<file path="config.mk">
export PLATFORM = sky130hd
export DESIGN_NAME = vend_sequencer_flat
export DESIGN_NICKNAME = d
export VERILOG_FILES = /design/src/rtl/vend_sequencer_if.sv /design/src/rtl/vend_sequencer.sv /design/src/flat_wrapper.sv
export SDC_FILE = /design/constraint.sdc
export NUM_CORES = 1
export LEC_CHECK = 0
export ABC_CLOCK_PERIOD_IN_PS = 6550
export CAP_MARGIN = 20
export CORE_MARGIN = 8
export CORE_UTILIZATION = 45
export CTS_CLUSTER_SIZE = 24
export DETAILED_ROUTE_END_ITERATION = 10
export GPL_TIMING_DRIVEN = 0
export PLACE_DENSITY = 0.67
export SYNTH_ARGS = -nofsm -noshare
export SYNTH_HDL_FRONTEND = slang
export SYNTH_SLANG_ARGS = --single-unit
</file>
<file path="constraint.sdc">
create_clock -name clk -period 6.55 [get_ports clk]
set_input_delay 1.31 -clock clk [delete_from_list [all_inputs] [get_ports clk]]
set_output_delay 1.31 -clock clk [all_outputs]
set_load 0.03 [all_outputs]
</file>
<file path="src/rtl/vend_sequencer_if.sv">
// Bundle of coin, selection, configuration and dispenser/change handshake
// signals between the vending sequencer and its environment.
interface vend_sequencer_if;
  logic       coin1;
  logic       coin2;
  logic       sel_valid;
  logic [1:0] sel_id;
  logic       cancel;
  logic       cfg_we;
  logic [1:0] cfg_addr;
  logic [3:0] cfg_price;
  logic       vend_req;
  logic [1:0] vend_id;
  logic       vend_ack;
  logic       change_req;
  logic       change_ack;
  logic [3:0] credit;
  logic       busy;
  logic       coin_reject;
  logic       sel_err;

  // Sequencer side: consumes coins/selections/acks, drives requests and status.
  modport master (
    input  coin1, coin2, sel_valid, sel_id, cancel,
    input  cfg_we, cfg_addr, cfg_price, vend_ack, change_ack,
    output vend_req, vend_id, change_req, credit, busy, coin_reject, sel_err
  );

  // Environment side: coin acceptor, keypad, config port, dispenser, hopper.
  modport slave (
    output coin1, coin2, sel_valid, sel_id, cancel,
    output cfg_we, cfg_addr, cfg_price, vend_ack, change_ack,
    input  vend_req, vend_id, change_req, credit, busy, coin_reject, sel_err
  );
endinterface

</file>
<file path="src/rtl/vend_sequencer.sv">
// Vending machine sequencer: accumulates coin credit, checks selections
// against a writable price table, runs the dispense handshake and pays out
// change one rupee at a time. Idle credit is refunded after TIMEOUT cycles.
module vend_sequencer #(
  parameter int TIMEOUT = 255
) (
  input  logic             clk,
  input  logic             rst_n,
  vend_sequencer_if.master bus
);

  localparam int TW = (TIMEOUT < 2) ? 1 : $clog2(TIMEOUT + 1);

  typedef enum logic [1:0] {
    ST_IDLE,
    ST_CREDIT,
    ST_VEND,
    ST_CHANGE
  } state_t;

  state_t          state_q, state_d;
  logic [3:0]      credit_q, credit_d;
  logic [3:0]      price_q [4];
  logic [3:0]      price_d [4];
  logic [1:0]      vend_id_q, vend_id_d;
  logic [3:0]      vend_price_q, vend_price_d;
  logic [TW-1:0]   timer_q, timer_d;
  logic            vend_req_q, vend_req_d;
  logic            change_req_q, change_req_d;
  logic            busy_q, busy_d;
  logic            coin_reject_q, coin_reject_d;
  logic            sel_err_q, sel_err_d;

  logic            any_coin;
  logic [1:0]      coin_sum;
  logic [4:0]      credit_sum;
  logic [3:0]      sel_price;
  logic            sel_ok;
  logic [3:0]      credit_rem;
  logic [TW-1:0]   timer_inc;

  assign any_coin   = bus.coin1 | bus.coin2;
  assign coin_sum   = {bus.coin2, bus.coin1};
  assign credit_sum = {1'b0, credit_q} + {3'b000, coin_sum};
  assign sel_price  = price_q[bus.sel_id];
  assign sel_ok     = (sel_price != 4'd0) && (credit_q >= sel_price);
  assign credit_rem = credit_q - vend_price_q;
  assign timer_inc  = timer_q + 1'b1;

  // Next-state, credit bookkeeping, price table update and registered outputs.
  always_comb begin
    state_d       = state_q;
    credit_d      = credit_q;
    price_d       = price_q;
    vend_id_d     = vend_id_q;
    vend_price_d  = vend_price_q;
    timer_d       = '0;
    coin_reject_d = 1'b0;
    sel_err_d     = 1'b0;

    if (bus.cfg_we) begin
      price_d[bus.cfg_addr] = bus.cfg_price;
    end

    case (state_q)
      ST_IDLE, ST_CREDIT: begin
        if (bus.cancel && (state_q == ST_CREDIT)) begin
          state_d       = ST_CHANGE;
          coin_reject_d = any_coin;
        end else if (bus.sel_valid) begin
          coin_reject_d = any_coin;
          if (sel_ok) begin
            state_d      = ST_VEND;
            vend_id_d    = bus.sel_id;
            vend_price_d = sel_price;
          end else begin
            sel_err_d = 1'b1;
          end
        end else if (any_coin) begin
          if (credit_sum > 5'd15) begin
            coin_reject_d = 1'b1;
          end else begin
            credit_d = credit_sum[3:0];
            state_d  = ST_CREDIT;
          end
        end else if (!bus.cancel && (state_q == ST_CREDIT)) begin
          if (timer_inc == TW'(TIMEOUT)) begin
            state_d = ST_CHANGE;
          end else begin
            timer_d = timer_inc;
          end
        end
      end
      ST_VEND: begin
        coin_reject_d = any_coin;
        if (bus.vend_ack) begin
          credit_d = credit_rem;
          state_d  = (credit_rem != 4'd0) ? ST_CHANGE : ST_IDLE;
        end
      end
      ST_CHANGE: begin
        coin_reject_d = any_coin;
        if (change_req_q && bus.change_ack) begin
          credit_d = credit_q - 4'd1;
          if (credit_q == 4'd1) begin
            state_d = ST_IDLE;
          end
        end
      end
      default: begin
        state_d  = ST_IDLE;
        credit_d = 4'd0;
      end
    endcase

    vend_req_d   = (state_d == ST_VEND);
    change_req_d = (state_d == ST_CHANGE);
    busy_d       = (state_d == ST_VEND) || (state_d == ST_CHANGE);
  end

  // State and output registers; reset abandons any transaction in progress.
  always_ff @(posedge clk or negedge rst_n) begin
    if (!rst_n) begin
      state_q       <= ST_IDLE;
      credit_q      <= 4'd0;
      price_q[0]    <= 4'd2;
      price_q[1]    <= 4'd3;
      price_q[2]    <= 4'd4;
      price_q[3]    <= 4'd5;
      vend_id_q     <= 2'd0;
      vend_price_q  <= 4'd0;
      timer_q       <= '0;
      vend_req_q    <= 1'b0;
      change_req_q  <= 1'b0;
      busy_q        <= 1'b0;
      coin_reject_q <= 1'b0;
      sel_err_q     <= 1'b0;
    end else begin
      state_q       <= state_d;
      credit_q      <= credit_d;
      price_q       <= price_d;
      vend_id_q     <= vend_id_d;
      vend_price_q  <= vend_price_d;
      timer_q       <= timer_d;
      vend_req_q    <= vend_req_d;
      change_req_q  <= change_req_d;
      busy_q        <= busy_d;
      coin_reject_q <= coin_reject_d;
      sel_err_q     <= sel_err_d;
    end
  end

  assign bus.vend_req    = vend_req_q;
  assign bus.vend_id     = vend_id_q;
  assign bus.change_req  = change_req_q;
  assign bus.credit      = credit_q;
  assign bus.busy        = busy_q;
  assign bus.coin_reject = coin_reject_q;
  assign bus.sel_err     = sel_err_q;

endmodule
</file>
<file path="src/flat_wrapper.sv">
// flat-port wrapper written by rule: the top's interface ports become plain ports
module vend_sequencer_flat 
#(
  parameter int TIMEOUT = 255
)
  (clk, rst_n, bus_coin1, bus_coin2, bus_sel_valid, bus_sel_id, bus_cancel, bus_cfg_we, bus_cfg_addr, bus_cfg_price, bus_vend_ack, bus_change_ack, bus_vend_req, bus_vend_id, bus_change_req, bus_credit, bus_busy, bus_coin_reject, bus_sel_err);
  vend_sequencer_if bus_i ();
  input  logic clk;
  input  logic rst_n;
  input wire logic [$bits(bus_i.coin1)-1:0] bus_coin1;
  input wire logic [$bits(bus_i.coin2)-1:0] bus_coin2;
  input wire logic [$bits(bus_i.sel_valid)-1:0] bus_sel_valid;
  input wire logic [$bits(bus_i.sel_id)-1:0] bus_sel_id;
  input wire logic [$bits(bus_i.cancel)-1:0] bus_cancel;
  input wire logic [$bits(bus_i.cfg_we)-1:0] bus_cfg_we;
  input wire logic [$bits(bus_i.cfg_addr)-1:0] bus_cfg_addr;
  input wire logic [$bits(bus_i.cfg_price)-1:0] bus_cfg_price;
  input wire logic [$bits(bus_i.vend_ack)-1:0] bus_vend_ack;
  input wire logic [$bits(bus_i.change_ack)-1:0] bus_change_ack;
  output wire logic [$bits(bus_i.vend_req)-1:0] bus_vend_req;
  output wire logic [$bits(bus_i.vend_id)-1:0] bus_vend_id;
  output wire logic [$bits(bus_i.change_req)-1:0] bus_change_req;
  output wire logic [$bits(bus_i.credit)-1:0] bus_credit;
  output wire logic [$bits(bus_i.busy)-1:0] bus_busy;
  output wire logic [$bits(bus_i.coin_reject)-1:0] bus_coin_reject;
  output wire logic [$bits(bus_i.sel_err)-1:0] bus_sel_err;
  assign bus_i.coin1 = bus_coin1;
  assign bus_i.coin2 = bus_coin2;
  assign bus_i.sel_valid = bus_sel_valid;
  assign bus_i.sel_id = bus_sel_id;
  assign bus_i.cancel = bus_cancel;
  assign bus_i.cfg_we = bus_cfg_we;
  assign bus_i.cfg_addr = bus_cfg_addr;
  assign bus_i.cfg_price = bus_cfg_price;
  assign bus_i.vend_ack = bus_vend_ack;
  assign bus_i.change_ack = bus_change_ack;
  assign bus_vend_req = bus_i.vend_req;
  assign bus_vend_id = bus_i.vend_id;
  assign bus_change_req = bus_i.change_req;
  assign bus_credit = bus_i.credit;
  assign bus_busy = bus_i.busy;
  assign bus_coin_reject = bus_i.coin_reject;
  assign bus_sel_err = bus_i.sel_err;
  vend_sequencer #(.TIMEOUT(TIMEOUT)) u_core (.clk(clk), .rst_n(rst_n), .bus(bus_i));
endmodule
</file>
=== Word-level counts from Yosys, hierarchy flattened ===
Index checks and enable logic that the tools add are counted.

* Add/sub/neg operators: 4
* Order comparisons: 5
* Eq/ne operators: 13
* Muxes and demuxes: 40
* Bitwise operators: 4
* Reductions and logical operators: 14

{| class="wikitable"
|+ Operators by type and width
! kind !! number
|-
| $mux W8 || 6
|-
| $mux W4 || 9
|-
| $mux W2 || 11
|-
| $bwmux W16 || 1
|-
| $pmux W4 S3 || 1
|-
| $add A8 B1 Y8 const B || 1
|-
| $bmux W4 S2 || 1
|-
| $demux W4 S2 || 1
|-
| $eq A2 B2 Y1 const B || 4
|-
| $eq A8 B8 Y1 const B || 1
|-
| $mux W1 || 8
|-
| $ne A2 B2 Y1 const B || 4
|-
| $reduce_bool A4 Y1 || 2
|-
| $ge A3 B3 Y1 const B || 2
|-
| $not A2 Y3 || 2
|-
| $pmux W2 S3 || 1
|-
| $reduce_and A6 Y1 || 1
|-
| $add A4 B2 Y5 || 1
|-
| $gt A5 B4 Y1 const B || 1
|-
| $logic_and A1 B1 Y1 || 5
|-
| $eq A4 B1 Y1 const B || 1
|-
| $ge A4 B4 Y1 || 1
|-
| $ne A2 B1 Y1 const B || 2
|-
| $reduce_and A4 Y1 || 1
|-
| 11 further kinds || 12
|}

* Bits in registers: 41
* Input port bits: 17
* Word-level logic and storage cells: 94

=== Depth between registers and ports, before layout ===
Gate-level depths: netlist of the first run.

* Depth in word-level cells: 12
* Mapped depth: 9

=== Worst setup path before layout of the first run ===
OpenSTA, ideal clock, no wires.

* Path type: input port to flip-flop
* Start: input bus_sel_id[0]
* End: register u_core.vend_price_q[3]
* Setup time: 0.128 ns
* Data arrival time: 3.049 ns
* Required time: 6.422 ns
* Setup slack: 3.373 ns
* Stages on the path: 7
* Buffers on the path: 0
* Cell sequence: mux4_2 ha_1 o21ai_0 a21oi_1 o21ai_2 nor2_2 mux2_1

* Longest elaborated chain between the ends: 7
* Elaborated cells between the ends (all ways): 8

{| class="wikitable"
|+ RTL lines
! element !! RTL line !! RTL
|-
| from (decl) || flat_wrapper.sv:13 || <nowiki>input wire logic [$bits(bus_i.sel_id)-1:0] bus_sel_id;</nowiki>
|-
| $not A2 Y3 (implied by the code) * || vend_sequencer.sv:45 || <nowiki>assign sel_price = price_q[bus.sel_id];</nowiki>
|-
| $bmux W4 S2 * || vend_sequencer.sv:45 ||
|-
| $mux W4 (implied by the code) * (2 in a row) || vend_sequencer.sv:45 ||
|-
| $ge A4 B4 Y1 / $reduce_bool A4 Y1 (equally long branches) || vend_sequencer.sv:46 || <nowiki>assign sel_ok = (sel_price != 4'd0) && (credit_q >= sel_price);</nowiki>
|-
| $logic_and A1 B1 Y1 || vend_sequencer.sv:46 ||
|-
| $reduce_and A4 Y1 (no source line) || - ||
|-
| to (signal assigned) || vend_sequencer.sv:143 || <nowiki>vend_price_q <= vend_price_d;</nowiki>
|-
| to (decl) || vend_sequencer.sv:26 || <nowiki>logic [3:0] vend_price_q, vend_price_d;</nowiki>
|}

Every way passes the cells marked *; elsewhere a longest branch is shown, timed or not. The select of a mux whose other input is x is not followed.
A chain may end at the register's enable or synchronous reset.

=== Worst setup path in the final report of the first run ===
* Start: input bus_sel_id[0]
* End: register u_core.vend_price_q[0]

* Longest elaborated chain between the ends: 7
* Elaborated cells between the ends (all ways): 8

{| class="wikitable"
|+ RTL lines
! element !! RTL line !! RTL
|-
| $not A2 Y3 (implied by the code) * || vend_sequencer.sv:45 ||
|-
| $bmux W4 S2 * || vend_sequencer.sv:45 ||
|-
| $mux W4 (implied by the code) * (2 in a row) || vend_sequencer.sv:45 ||
|-
| net u_core.sel_price[0] || vend_sequencer.sv:37 || <nowiki>logic [3:0] sel_price;</nowiki>
|-
| $ge A4 B4 Y1 / $reduce_bool A4 Y1 (equally long branches) || vend_sequencer.sv:46 ||
|-
| $logic_and A1 B1 Y1 || vend_sequencer.sv:46 ||
|-
| $reduce_and A4 Y1 (no source line) || - ||
|}

The timed path passes the listed nets; every way through them passes the cells marked *. The select of a mux whose other input is x is not followed.

==> metrics.md, run 1 <==
| Metric | Value |
|---|---|
| Post-synth top flop | `dfrtp_1` |
| Crit path to | `u_core.vend_price_q[0]` |
| R2R Path Start | `u_core.bus.credit[0]` |
| Status | `complete, no violations` |
| Placed Instances | `between 200 and 300` |
| Busiest grt layer | `met2` |
| CTS tree | `yes` |
| Clock sinks | `41` |
| Crit path capture type | `flop` |
| Routing usage on met2 | `between 20% and 30%` |
| Critical path startpoint | `bus_sel_id[0]` |
| Post-route setup slack | `2720 ps` |
| Met3 Track Usage GR | `4.34%` |
| Synth unique cells | `47` |
| Avg Inst Size Synth | `11.5 um2` |
| Total number of vias | `~1600` |
| Core box area | `0.00498 mm2` |
| Final net count | `265` |
| Max-Slew Margin vs Limit | `53.2%` |
| Sw frac | `38.4%` |
| Total CTS buffers | `5` |
| GR Layer Usage met1 | `15.6%` |
| GP Congestion | `0.795` |
| Post-CTS Hold Buffers | `0` |
| Setup tns final | `0 ps` |
| Die Y | `87.0 um` |
| Endpoints failing setup | `0` |
| FF-to-FF End | `u_core.bus.change_req` |
| Maxcap violations | `0` |
| Final Max Slew Viols | `0` |
| Overflow after GRT | `0` |
| Clk pwr share | `18.6%` |
| Clock Pin Slew Worst Setup and Hold Paths | `roughly 70 ps` |
| Clock tree root buffer cell | `clkbuf_8` |
| Fmax | `about 260 MHz` |
| Worst slew pin tran | `700 ps` |
| Die W | `slightly below 90 um` |
| Drt wl/cell | `15.3 um` |
| Initial core utilization | `45.6%` |
| Async set-or-reset flop fraction in the synthesized netlist | `100%` |
| Net Count, Synth | `230` |
| Net Switching | `432 uW` |
| Synth Cell Area | `0.00227 mm2` |
| DRC errors left | `0` |
| Worst VDD drop | `~180 uV` |
| Share of the synthesized area in the top cell type | `38.6%` |
| R2R depth | `9` |
| Post-synth EDFFs | `0` |
| Pre-CTS WS | `2410 ps` |
| CTS max path bufs | `2` |
| Clock Skew | `8.83 ps` |
| Hold Fails Final Rpt | `0` |
| Tmin final | `3830 ps` |
| Crit-path max FO | `6` |
| CP Class | `input port to flop` |
| Num ports | `28` |
| Share of cells above drive strength 1 | `16.2%` |
| Vias per std cell | `5.31` |
| Count leader, synth | `dfrtp_1` |
| First-iteration detailed-routing DRC count | `69` |
| Resized cells post-CTS | `0` |
| Seq/Total Area, Yosys | `45.5%` |
| Pin count of the biggest net entering global routing | `30` |
| Wirelength, routed | `roughly 4700 um` |
| Area growth from synthesis to layout | `21.6%` |
| Synth Instances | `198` |
| Die area | `about 0.0076 mm2` |
| Non-filler cells in the finished layout | `between 300 and 400` |
| Sequential share of power | `33.2%` |
| Internal power | `695 uW` |
| Flop-to-flop setup slack | `4060 ps` |
| Htree depth | `2` |
| CP Launch Type | `input port` |
| Gr usage total | `between 10% and 20%` |
| Initial DRT Pass Iterations | `4` |
| FP Rows | `26` |
| Pwr dens | `409 mW/mm2` |
| Final period util | `58.5%` |
| Synth top cells by count | `dfrtp_1, mux2_2, inv_1, ha_1, nor2_1` |
| RSZ-0062 raised after global routing | `no` |
| CP arrival | `about 4000 ps` |
| Buffers on Ports | `27` |
| DP Wirelength | `3540 um` |
| Antenna cells | `0` |
| Top cell type by total area after synthesis | `dfrtp_1` |
| Synth area leaders | `dfrtp_1, mux2_2, ha_1, dfstp_2, mux4_1` |
| Logic pwr share | `48.2%` |
| Clk_lat worst skew | `290 ps` |
| Antenna violations before repair | `0` |
| Post-DRT Antenna Nets | `0` |
| Post-CTS setup buffers | `0` |
| Worst Hold Class | `flop to flop` |
| Synthesis-stage register bit count | `a little over 40` |
| First-pass GRT wire length | `7910 um` |
| Vias in the first global route | `about 1700` |
| Synth warn | `0` |
| Leakage | `1.17 nW` |
| Critical Path RT | `between 6000 and 7000 ps` |
[state kept, by name (all words and copies together) (netlist names)]
signal                  count
u_core.vend_price_q         4
u_core.bus.credit           4
u_core.timer_q              8
u_core.price_q             16
u_core.bus.change_req       1
u_core.bus.sel_err          1
u_core.bus.vend_req         1
u_core.bus.vend_id          2
u_core.bus.coin_reject      1
u_core.bus.busy             1
u_core.state_q              2
[metal layers]
| layer | vias up | wire [um] |
|---|---|---|
| li1 | 789 | - |
| met1 | 779 | 2060 |
| met2 | 40 | 2240 |
| met3 | 7 | 299 |
| met4 | 0 | 65 |
| met5 | - | 0 |
[critical path, cell delays in order]
cell	delay (ps)
clkdlybuf4s50_1	640
mux4_2	600
ha_1	300
o21ai_0	90
a21oi_1	250
o21ai_2	100
nor2_2	340
mux2_1	360
[cell families after synthesis]
logic type / count (synthesis) / share of synthesized area (%)
XOR/XNOR: 9 / 3.47
flip-flops: 41 / 45.5
AND/OR/NAND/NOR: 52 / 12.1
AO/OA/AOI/OAI: 35 / 10.9
adder cells (fa/ha/maj): 15 / 8.93
multiplexers: 28 / 16.2
buffers and inverters: 18 / 2.98
[area by class of cell]
type | count | area (um2)
Fill cell | 471 | 2220
Multi-Input combinational cell | 139 | 1170
Sequential cell | 41 | 1030
Timing Repair Buffer | 28 | 285
Tap cell | 70 | 87.6
Clock buffer | 7 | 86.3
Inverter | 14 | 52.6
Clock inverter | 1 | 30.0
Buffer | 4 | 15.0
[cells in the final DEF, fill, tap and decap left out, types with 2 or more instances in the layout]
cell	netlist	layout
a21o_1	3	3
a21oi_1	8	8
a31oi_1	2	2
and3_1	2	2
clkbuf_1	4	5
clkbuf_8	0	6
clkdlybuf4s50_1	0	26
dfrtp_1	35	35
dfstp_2	6	6
fa_1	2	2
ha_1	13	13
inv_1	14	14
mux2_1	4	4
mux2_2	16	16
mux2i_1	4	4
mux4_1	3	3
nand2_1	11	11
nand3_1	7	7
nand3b_1	3	3
nor2_1	12	12
nor2b_1	3	3
nor3_1	3	3
nor3b_1	2	2
o21ai_0	9	9
xnor2_1	5	5
xor2_1	4	4
[through the flow]
stage          cell area (um2)  util, %  hold slack [ps]  total power [mW]
2_1_floorplan             2270        -              455             0.757
3_3_place_gp              2630     52.8              472             0.907
3_5_place_dp              2640     53.1              475             0.924
4_1_cts                   2760     55.4              493              1.14
5_1_grt                   2760     55.4              503              1.21
6_report                  2760     55.4              485              1.13
[power groups by stage]
stage	Sequential, mW	Combinational (mW)	Clock, mW
finish	0.374	0.543	0.210
global placement	0.378	0.529	0
CTS	0.375	0.549	0.216
detailed placement	0.380	0.545	0
global route	0.383	0.601	0.226
floorplan	0.422	0.335	0
[how the worst min path moves through the flow]
| stage | to | from | depth (start not counted) |
|---|---|---|---|
| floorplan | u_core.timer_q[0] | u_core.timer_q[0] | 1 |
| global placement | u_core.bus.vend_id[1] | u_core.bus.vend_id[1] | 1 |
| detailed placement | u_core.bus.vend_id[1] | u_core.bus.vend_id[1] | 1 |
| CTS | u_core.bus.vend_id[1] | u_core.bus.vend_id[1] | 1 |
| global route | u_core.bus.vend_id[0] | u_core.bus.vend_id[0] | 1 |
| finish | u_core.bus.vend_id[1] | u_core.bus.vend_id[1] | 1 |
No activity file was read; power rests on OpenSTA's default activity.
==> run 2, diff against run 1 <==
Settings changed: ABC_CLOCK_PERIOD_IN_PS 6550 to 3800.
Clock period 6.55 ns to 3.8 ns, I/O delays scaled along.
==> results of run 2 <==
Same layout as run 1 (identical final DEF). Status: complete, no violations.
Among the figures that moved: setup slack after placement 2410 ps -> 211 ps; clock-pin slew on the worst setup and hold paths 70 ps -> 80 ps; setup slack after layout 2720 ps -> 521 ps; hold slack 485 ps -> 350 ps; register-to-register setup slack 4060 ps -> 1310 ps; total power 1.13 mW -> 1.94 mW; worst IR drop on VDD 184 uV -> 318 uV
==> run 3, diff against run 2 <==
Settings changed: CORE_ASPECT_RATIO set to 0.8, CORE_MARGIN 8 to 2, GPL_ROUTABILITY_DRIVEN set to 0.
==> run 3 against run 2 <==
Worst setup slack improved by 22 ps. Count of clock-buffer cells in the layout did not move. First-iteration DRC count fell by 42%. Routed wire length fell by 5.8%. Utilization rose by 0.43 points. Clock power rose by 1%. Die area fell by 26%. Sequential share of layout area rose by 0.14 points. Register-to-register slack improved by 30 ps. Hold slack got worse by 13 ps. Global-route usage rose by 4.0 points. Final cell count fell by 2.6%. Largest power group unchanged. Highest routed layer unchanged.
==> metrics.md, run 3 (synthesis gave the netlist of run 1 again) <==
| Metric | Value |
|---|---|
| FP Rows | `23 (-12%)` |
| Total CTS buffers | `5 (unchanged)` |
| Critical Path RT | `3980 ps` |
| Clock Skew | `4.52 ps (-4.31 ps)` |
| Final Power | `1.94 mW` |
| Most frequent cells in the layout | `dfrtp_1, clkdlybuf4s50_1, mux2_2` |
| Drt wl/cell | `14.8 um (-3.2%)` |
| Leakage | `1.17 nW (unchanged)` |
| Crit path to | `u_core.vend_price_q[3]` |
| Max-Slew Margin vs Limit | `58.0% (+4.8 points)` |
| Routed wl met3 | `183 um (-39%)` |
| Internal power | `1.20 mW` |
| Clock sinks | `41 (unchanged)` |
| Clk pwr share | `18.9% (+0.3 points)` |
| CP Buf/Inv Count | `2 (+1)` |
| Met1 WL | `2120 um (+3.2%)` |
| Share of cells above drive strength 1 | `16.2% (unchanged)` |
| Area growth from synthesis to layout | `21.1%` |
| Post-CTS setup buffers | `0 (unchanged)` |
| Initial DRT Pass Iterations | `4 (unchanged)` |
| Hold Fails Final Rpt | `0 (unchanged)` |
| Maxcap violations | `0 (unchanged)` |
| DRC errors left | `0 (unchanged)` |
| Most common cell after layout, fill and taps aside | `dfrtp_1` |
| Wirelength, routed | `4390 um (-5.8%)` |
| Antenna violations before repair | `0 (unchanged)` |
| Met2 wire length | `2010 um (-10%)` |
| Resized cells post-CTS | `0 (unchanged)` |
| Fmax | `307 MHz` |
| Worst stage delay on the critical path | `630 ps (about the same)` |
| Antenna cells | `0 (unchanged)` |
| DP Wirelength | `3270 um (-7.7%)` |
| Max layer used | `met4` |
| Post-DRT Antenna Nets | `0 (unchanged)` |
| Pwr dens | `705 mW/mm2` |
| Initial core utilization | `46.1% (+0.52 points)` |
| Final period util | `85.7%` |
| Regs by FF count | `u_core.price_q: 16 flops, u_core.timer_q: 8 flops` |
| CTS tree | `yes` |
| Largest register FFs | `16 (unchanged)` |
| Slowest CP cell | `clkdlybuf4s50_1` |
| Die area | `0.00563 mm2 (-26%)` |
| Clk_lat worst skew | `300 ps (about the same)` |
| Overflow after GRT | `0 (unchanged)` |
| First-pass GRT wire length | `7580 um (-4.3%)` |
| Final core utilization | `55.9% (+0.43 points)` |
| Num ports | `28 (unchanged)` |
| Final Max Slew Viols | `0 (unchanged)` |
| Die W | `83.4 um (-4.2%)` |
| Status | `complete, no violations` |
| R2R depth | `9 (unchanged)` |
| Crit-path max FO | `6 (unchanged)` |
| Logic pwr share | `47.7% (-0.5 points)` |
| CTS max path bufs | `2 (unchanged)` |
| Total number of vias | `1603 (-0.74%)` |
| Flop-to-flop setup slack | `1340 ps` |
| Net Switching | `741 uW` |
| Post-CTS Hold Buffers | `0 (unchanged)` |
| Biggest register | `u_core.price_q` |
| R2R Path Start | `u_core.bus.credit[0]` |
| Clock tree root buffer cell | `clkbuf_8` |
| FF-to-FF End | `u_core.bus.change_req` |
| RSZ-0062 raised after global routing | `no` |
| Sw frac | `a little under two fifths` |
| Instance count on the critical path | `9 (+1)` |
| Vias per std cell | `5.42 (+1.9%)` |
| Core box area | `0.00492 mm2 (-1.1%)` |
| Vias in the first global route | `1633 (-2.3%)` |
| CP Launch Type | `input port` |
| First-iteration detailed-routing DRC count | `40 (-42%)` |
| Cell Chain, Critical Path | `clkdlybuf4s50_1 > mux4_1 > inv_1 > ha_1 > o21ai_0 > a21oi_1 > o21ai_2 > nor2_2 > mux2_1` |
| Critical path startpoint | `bus_sel_id[0]` |
| Pin count of the biggest net entering global routing | `31 (+3.3%)` |
| Tmin final | `3260 ps` |
| Gr usage total | `17.4% (+4.0 points)` |
| Htree depth | `2 (unchanged)` |
| Worst Hold Class | `input port to async pin` |
| Final net count | `265 (unchanged)` |
| CP top delay family | `multiplexers` |
| CP Class | `input port to flop` |
| Endpoints failing setup | `0 (unchanged)` |
| Buffers on Ports | `27 (unchanged)` |
| Setup tns final | `0 ps (unchanged)` |
| Die Y | `67.5 um (-22%)` |
| Worst VDD drop | `approximately 310 uV` |
| Clock Pin Slew Worst Setup and Hold Paths | `80 ps` |
| Sequential share of power | `33.4% (+0.2 points)` |
| Crit path capture type | `flop` |
| CP arrival | `3440 ps` |
| Worst slew pin tran | `629 ps (-71.4 ps)` |
==> run 3: cell counts in the layout (fill, tap and decap cells not counted) <==
Identical to the previous run, type by type.
==> run 3: per-stage QoR <==
stage          instance area, um2  worst slack [ps]  hold WS [ps]  cells
3_5_place_dp                 2630               206           482    288
4_1_cts                      2750               526           341    296
5_1_grt                      2750               429           356    296
2_1_floorplan                2270              1170           455    198
6_report                     2750               543           337    296
3_3_place_gp                 2620               247           469    287
==> run 3: worst register-to-register path, cell delays in order (launching register included) <==
cell      delay [ps]
dfrtp_1          470
inv_1            190
ha_1             170
inv_1             50
fa_1             370
xor2_1           160
nor3b_1          220
a211oi_1         160
a221o_1          400
and2_1           150
==> run 3: final cells by class <==
class                           count  area, um2
Timing Repair Buffer               28        285
Fill cell                         439       2170
Tap cell                           62       77.6
Buffer                              4       15.0
Sequential cell                    41       1030
Inverter                           14       52.6
Multi-Input combinational cell    139       1170
Clock buffer                        7       86.3
Clock inverter                      1       30.0
==> run 3: layer usage <==
metal,up-vias,GRT usage (%)
met4,0,7.58
met2,32,28.1
met5,-,0
li1,787,-
met3,7,3.79
met1,777,22.9
==> run 3: power by group through the flow <==
stage	Combinational (mW)	Sequential, mW	Clock, mW
3_5_place_dp	0.927	0.658	0
6_report	0.924	0.647	0.367
4_1_cts	0.934	0.650	0.379
2_1_floorplan	0.578	0.727	0
5_1_grt	1.04	0.665	0.396
3_3_place_gp	0.908	0.653	0
==> run 3: worst min-delay path by stage <==
stage                                      from                    end  slack (ps)  depth (start not counted)
after global placement    u_core.bus.vend_id[1]  u_core.bus.vend_id[1]         470                          1
after global routing                      rst_n   u_core.bus.credit[1]         360                          1
final                                     rst_n   u_core.bus.credit[1]         340                          1
after detailed placement  u_core.bus.vend_id[1]  u_core.bus.vend_id[1]         480                          1
after CTS                                 rst_n   u_core.bus.credit[1]         340                          1
after floorplan               u_core.timer_q[0]      u_core.timer_q[0]         450                          1
